$ cat src/rtl/ldm_stm_pkg.sv
// Shared types, constants and helpers for the LDM/STM block-transfer sequencer.
package ldm_stm_pkg;

    typedef enum logic [1:0] {
        IDLE = 2'b00,
        RUN  = 2'b01,
        DONE = 2'b10
    } state_t;

    // Addressing mode, encoded as {P, U}.
    typedef enum logic [1:0] {
        DA = 2'b00,
        IA = 2'b01,
        DB = 2'b10,
        IB = 2'b11
    } mode_t;

    localparam int unsigned DEF_WORD_BYTES = 4;
    localparam int unsigned POPCOUNT_MAX_W = 64;

    function automatic int unsigned popcount(input logic [POPCOUNT_MAX_W-1:0] v);
        int unsigned c = 0;
        for (int unsigned i = 0; i < POPCOUNT_MAX_W; i++) begin
            c = c + 32'(v[i]);
        end
        return c;
    endfunction

endpackage

$ cat src/rtl/lowest_set_bit_encoder.sv
// Priority encoder: index of the lowest set bit, plus the mask with that bit removed.
module lowest_set_bit_encoder #(
    parameter int unsigned WIDTH = 16,
    parameter int unsigned IDX_W = $clog2(WIDTH)
) (
    input  logic [WIDTH-1:0] mask,
    output logic [IDX_W-1:0] index,
    output logic             valid,
    output logic [WIDTH-1:0] mask_cleared
);

    always_comb begin
        index = '0;
        valid = 1'b0;
        for (int unsigned i = 0; i < WIDTH; i++) begin
            if (mask[i] && !valid) begin
                index = IDX_W'(i);
                valid = 1'b1;
            end
        end
    end

    // x & (x-1) drops exactly the lowest set bit.
    assign mask_cleared = mask & (mask - WIDTH'(1));

endmodule

$ cat src/rtl/ldm_stm_sequencer.sv
// Multi-cycle LDM/STM register/address sequencer with start/busy/done handshake.
// Optional writeback-address outputs are enabled by defining LDM_STM_WRITEBACK_EN.
module ldm_stm_sequencer
    import ldm_stm_pkg::*;
#(
    parameter int unsigned NUM_REGS   = 16,
    parameter int unsigned REG_AW     = 4,
    parameter int unsigned ADDR_W     = 32,
    parameter int unsigned WORD_BYTES = DEF_WORD_BYTES,
    parameter int unsigned CNT_W      = 5
) (
    input  logic                clk_in,
    input  logic                reset_in,
    input  logic                start_in,
    input  logic [NUM_REGS-1:0] reg_list_in,
    input  logic [ADDR_W-1:0]   base_addr_in,
    input  logic                up_in,
    input  logic                pre_in,
    input  logic                mem_ready_in,
    output logic [REG_AW-1:0]   reg_addr_out,
    output logic [ADDR_W-1:0]   mem_addr_out,
    output logic                xfer_valid_out,
    output logic                last_out,
    output logic                busy_out,
    output logic                done_out,
    output logic [CNT_W-1:0]    count_out
`ifdef LDM_STM_WRITEBACK_EN
    ,
    output logic [ADDR_W-1:0]   wb_addr_out,
    output logic                wb_valid_out
`endif
);

    state_t              state_q, state_d;
    logic [NUM_REGS-1:0] mask_q, mask_d;
    logic [ADDR_W-1:0]   addr_q, addr_d;
    logic [CNT_W-1:0]    count_q, count_d;

    logic [REG_AW-1:0]   enc_index;
    logic                enc_valid;
    logic [NUM_REGS-1:0] enc_cleared;

    logic [CNT_W-1:0]    start_count;
    logic [ADDR_W-1:0]   span;
    logic [ADDR_W-1:0]   start_addr;
    logic                last_beat;
    mode_t               mode;

    lowest_set_bit_encoder #(
        .WIDTH (NUM_REGS),
        .IDX_W (REG_AW)
    ) u_lsb (
        .mask         (mask_q),
        .index        (enc_index),
        .valid        (enc_valid),
        .mask_cleared (enc_cleared)
    );

    // Lowest register always takes the lowest address, so decrementing modes
    // start at the bottom of the block and the sequence always walks upward.
    always_comb begin
        start_count = CNT_W'(popcount(POPCOUNT_MAX_W'(reg_list_in)));
        span        = ADDR_W'(start_count) * ADDR_W'(WORD_BYTES);
        mode        = mode_t'({pre_in, up_in});
        case (mode)
            IA:      start_addr = base_addr_in;
            IB:      start_addr = base_addr_in + ADDR_W'(WORD_BYTES);
            DA:      start_addr = base_addr_in - span + ADDR_W'(WORD_BYTES);
            default: start_addr = base_addr_in - span;
        endcase
    end

    assign last_beat = (state_q == RUN) && enc_valid && (enc_cleared == '0);

    always_comb begin
        state_d = state_q;
        mask_d  = mask_q;
        addr_d  = addr_q;
        count_d = count_q;
        case (state_q)
            IDLE: begin
                if (start_in) begin
                    mask_d  = reg_list_in;
                    addr_d  = start_addr;
                    count_d = start_count;
                    state_d = (start_count == '0) ? DONE : RUN;
                end
            end
            RUN: begin
                if (mem_ready_in) begin
                    mask_d = enc_cleared;
                    addr_d = addr_q + ADDR_W'(WORD_BYTES);
                    if (last_beat) state_d = DONE;
                end
            end
            DONE:    state_d = IDLE;
            default: state_d = IDLE;
        endcase
    end

    always_ff @(posedge clk_in or negedge reset_in) begin
        if (!reset_in) begin
            state_q <= IDLE;
            mask_q  <= '0;
            addr_q  <= '0;
            count_q <= '0;
        end else begin
            state_q <= state_d;
            mask_q  <= mask_d;
            addr_q  <= addr_d;
            count_q <= count_d;
        end
    end

    assign reg_addr_out   = enc_index;
    assign mem_addr_out   = addr_q;
    assign xfer_valid_out = (state_q == RUN);
    assign last_out       = last_beat;
    assign busy_out       = (state_q != IDLE);
    assign done_out       = (state_q == DONE);
    assign count_out      = count_q;

`ifdef LDM_STM_WRITEBACK_EN
    logic [ADDR_W-1:0] wb_addr_q;

    always_ff @(posedge clk_in or negedge reset_in) begin
        if (!reset_in) begin
            wb_addr_q <= '0;
        end else if (state_q == IDLE && start_in) begin
            wb_addr_q <= up_in ? (base_addr_in + span) : (base_addr_in - span);
        end
    end

    assign wb_addr_out  = wb_addr_q;
    assign wb_valid_out = (state_q == DONE);
`endif

endmodule

$ cat config.mk
export PLATFORM = sky130hd
export DESIGN_NAME = ldm_stm_sequencer
export DESIGN_NICKNAME = d
export VERILOG_FILES = /design/src/rtl/ldm_stm_pkg.sv /design/src/rtl/lowest_set_bit_encoder.sv /design/src/rtl/ldm_stm_sequencer.sv
export SDC_FILE = /design/constraint.sdc
export NUM_CORES = 1
export LEC_CHECK = 0
export BUFFER_PORTS_ARGS = -buffer_cell sky130_fd_sc_hd__buf_2
export CELL_PAD_IN_SITES_DETAIL_PLACEMENT = 1
export CELL_PAD_IN_SITES_GLOBAL_PLACEMENT = 1
export CORE_MARGIN = 2
export CORE_UTILIZATION = 40
export CTS_CLUSTER_DIAMETER = 150
export DETAILED_ROUTE_END_ITERATION = 7
export HOLD_SLACK_MARGIN = 0.06
export PLACE_DENSITY_LB_ADDON = 0.1
export SYNTH_ARGS = -nofsm -noshare
export SYNTH_HDL_FRONTEND = slang
export SYNTH_SLANG_ARGS = --single-unit
$ cat constraint.sdc
create_clock -name clk_in -period 3.7 [get_ports clk_in]
set_input_delay 0.185 -clock clk_in [delete_from_list [all_inputs] [get_ports clk_in]]
set_output_delay 0.185 -clock clk_in [all_outputs]
set_load 0.01 [all_outputs]
==> qor.yml <==
worstReg2RegEnd: "mem_addr_out[29]"
hold_viol: 0
die_w_um: 132
yosysMostFrequentCell: "nand2_1"
ys_seq_area_share_pct: 21.0
placed_area_mm2: 0.00814
violations: "max-capacitance violations, max-slew violations, negative setup slack"
synth_nets: 985
worst_slack_ns: -2.34
portBuffers: 98
cts_buffer_depth: 2
cp.required_ns: 3.89
numCtsBuffers: 5
synth_edf_count: 0
status: "finished with violations"
netlist_area_mm2: 0.00655
fin_crit_sh_pct: 163
drt_iter0_markers: 682
worstMarginPinSlew_ns: 1.61
grt_start_max_net_pins: 44
drtAntennaViolNets: 0
synth_top_area_share_pct: 21.0
n_fill_cell: 2004
n_antenna_cell: 0
die_h_um: 132
synthTopCellsByCount: "99 x nand2_1, 78 x nor2_1, 77 x a21oi_1, 77 x o21ai_0, 55 x dfrtp_1"
gp_congestion: 0.979
min_period_ns: 6.04
setup_viol: 29
multiInputGateArea_mm2: 0.00555
max_cap_viol_count: 1
cts_max_level: 2
num_io_pins: 99
num_rows: 46
dpl.hpwl_mm: 21.7
grtUsageTotal_pct: 32.9
post_drt_wl_per_cell_um: 25.4
ys_types: 82
r2r-start: "mem_addr_out[9]"
antenna_found_initial: 0
path_class: "in -> reg"
synthToLayoutAreaGrowth_pct: 44.5
clkTransAtPathRegs_ns: 0.08
register_area_mm2: 0.00138
postSynthAreaPerCell_um2: 7.23
r2r_cells: 9
hold_path_class: "in -> reg"
peakVddDrop_mv: 0.396
viasPerCell: 6.43
start_util_pct: 41.1
yosys_most_used_dff: "dfrtp_1"
critical_path_peak_fanout: 4
grt_setup_unrepaired: "yes"
timing.hold.ws_ns: 0.0746
drive_above_1_share_pct: 38.2
synthTopCellsByArea: "dfrtp_1 21%, a21oi_1 5.9%, o21ai_0 5.9%"
endpoint: "mem_addr_out[31]"
end_kind: "flip-flop"
cp-startpoint: "reg_list_in[9]"
start_kind: "input pin"
syn_inst: 905
fmax_ghz: 0.166
core_mm2: 0.0159
layout.nets: 1203
cts_sinks: 55
max-slew-margin-rel_pct: -7.60
place_inst: 1296
root_buffer: "clkbuf_16"
instances_no_fill: 1340
grt.overflow.total: 0
wl_mm: 34.0
dieArea_mm2: 0.0174
drc_errors: 0
final_area_mm2: 0.00946
grt_pass1_vias: 8517
ys_ff_latch: 55
async_flop_share_pct: 100
yosys_warnings: 0
cts_tree: "yes"
slew_viol_final: 11
clk_latency_ns: 0.30
r2r_setup_slack_ns: 0.79
finClkSkew_ns: 0.00701
utilization_pct: 59.3
grt_pass1_wl_mm: 46.2
firstDrtPassIters: 5
synth_largest_area_cell: "dfrtp_1"
p_leak_nw: 3.86
p_per_area_mw_per_mm2: 775
crit_arrival_ns: 6.23
num_vias: 8615
[routing by layer]
metal  share of wire [%]  routed length [µm]  track usage (%)  up-vias
li1                    -                   -                -     3708
met1                  40               13700             42.3     4289
met2                  48               16300             57.2      483
met3                 6.3                2160             2.88      135
met4                 5.4                1830             13.0        0
met5                   0                   0                0        -
[layout make-up]
cell class	instances	area share (%)
tap	216	2.86
timing repair buffer	273	20.2
sequential	55	14.6
clock inverter	3	0.265
multi-input combinational	738	58.7
clock buffer	5	1.32
inverter	50	2.12
[registers in the layout, indices dropped and copies added (netlist names)]
signal	cells
state_q	2
mem_addr_out	32
count_out	5
mask_q	16
[where the power goes]
part           total [mW]  internal [mW]  leakage [nW]  switching [mW]
logic                5.57           2.36          3.15            3.21
clock network       0.503          0.255        0.0700           0.249
registers            1.26          0.879         0.648           0.383
total                7.33           3.49          3.86            3.84
[logic make-up after synthesis]
logic type | after synthesis | synth area share (%)
adder cells (fa/ha/maj) | 29 | 6.69
multiplexers | 7 | 1.07
buffers and inverters | 113 | 8.20
XOR/XNOR | 60 | 8.03
flip-flops | 55 | 21.0
AND/OR/NAND/NOR | 361 | 28.1
AO/OA/AOI/OAI | 280 | 26.9
[stage by stage]
| stage | setup slack, ns | setup TNS (ns) | power, mW |
|---|---|---|---|
| after detailed placement | -2.73 | -71.02 | 5.27 |
| after floorplan | -1.98 | -45.42 | 3.56 |
| final | -2.34 | -57.65 | 7.33 |
| after global routing | -2.47 | -60.71 | 7.66 |
| after CTS | -1.92 | -48.13 | 6.30 |
| after global placement | -2.62 | -66.87 | 5.07 |
[layout by cell type (no fill, tap or decap), types with 8 or more instances in the layout]
| cell | count |
|---|---|
| inv_2 | 11 |
| inv_1 | 36 |
| xor2_1 | 22 |
| o211ai_1 | 10 |
| nand2_1 | 93 |
| nand3_1 | 34 |
| xnor2_1 | 24 |
| ha_1 | 9 |
| o22ai_1 | 12 |
| nor2_1 | 72 |
| dfrtp_1 | 55 |
| o21ai_1 | 13 |
| and3_1 | 13 |
| nor4_1 | 9 |
| nand4_1 | 16 |
| a31oi_1 | 16 |
| buf_4 | 158 |
| fa_1 | 8 |
| a21oi_1 | 70 |
| buf_6 | 19 |
| o21ai_0 | 59 |
| buf_2 | 93 |
| nor3_1 | 26 |
[worst max-delay path: stages]
cell and delay, ns:
buf_8 0.08, inv_4 0.03, fa_1 0.57, fa_1 0.45, fa_2 0.40, fa_1 0.57, inv_2 0.06, buf_4 0.14
fa_2 0.60, inv_4 0.06, ha_1 0.30, nand2b_1 0.21, buf_4 0.22, a21o_1 0.23, a2111oi_1 0.61, a211oi_2 0.21
a2111oi_4 0.34, buf_4 0.18, nand4_1 0.11, buf_6 0.17, nor4_4 0.16, mux2i_1 0.11, a211o_1 0.24
[repair_timing]
action / in CTS / in global routing
cloned: 0 / 1
setup buffers: 15 / 24
gates resized for setup: 106 / 76
endpoints found under the setup margin: 32 / 32
hold buffers: 1 / 0
pin swaps: 57 / 54
hold endpoints to repair: 22 / 0
[worst min path at each step]
stage	startpoint	to	slack (ns)	depth (start not counted)
final	base_addr_in[0]	mem_addr_out[0]	0.07	3
after detailed placement	reset_in	mem_addr_out[0]	0.21	1
after global routing	base_addr_in[1]	mem_addr_out[1]	0.09	3
after CTS	base_addr_in[0]	mem_addr_out[0]	0.07	3
after global placement	reset_in	mem_addr_out[0]	0.19	1
after floorplan	reset_in	count_out[0]	-0.11	0
Note: power is estimated with default switching activity, not from simulation.
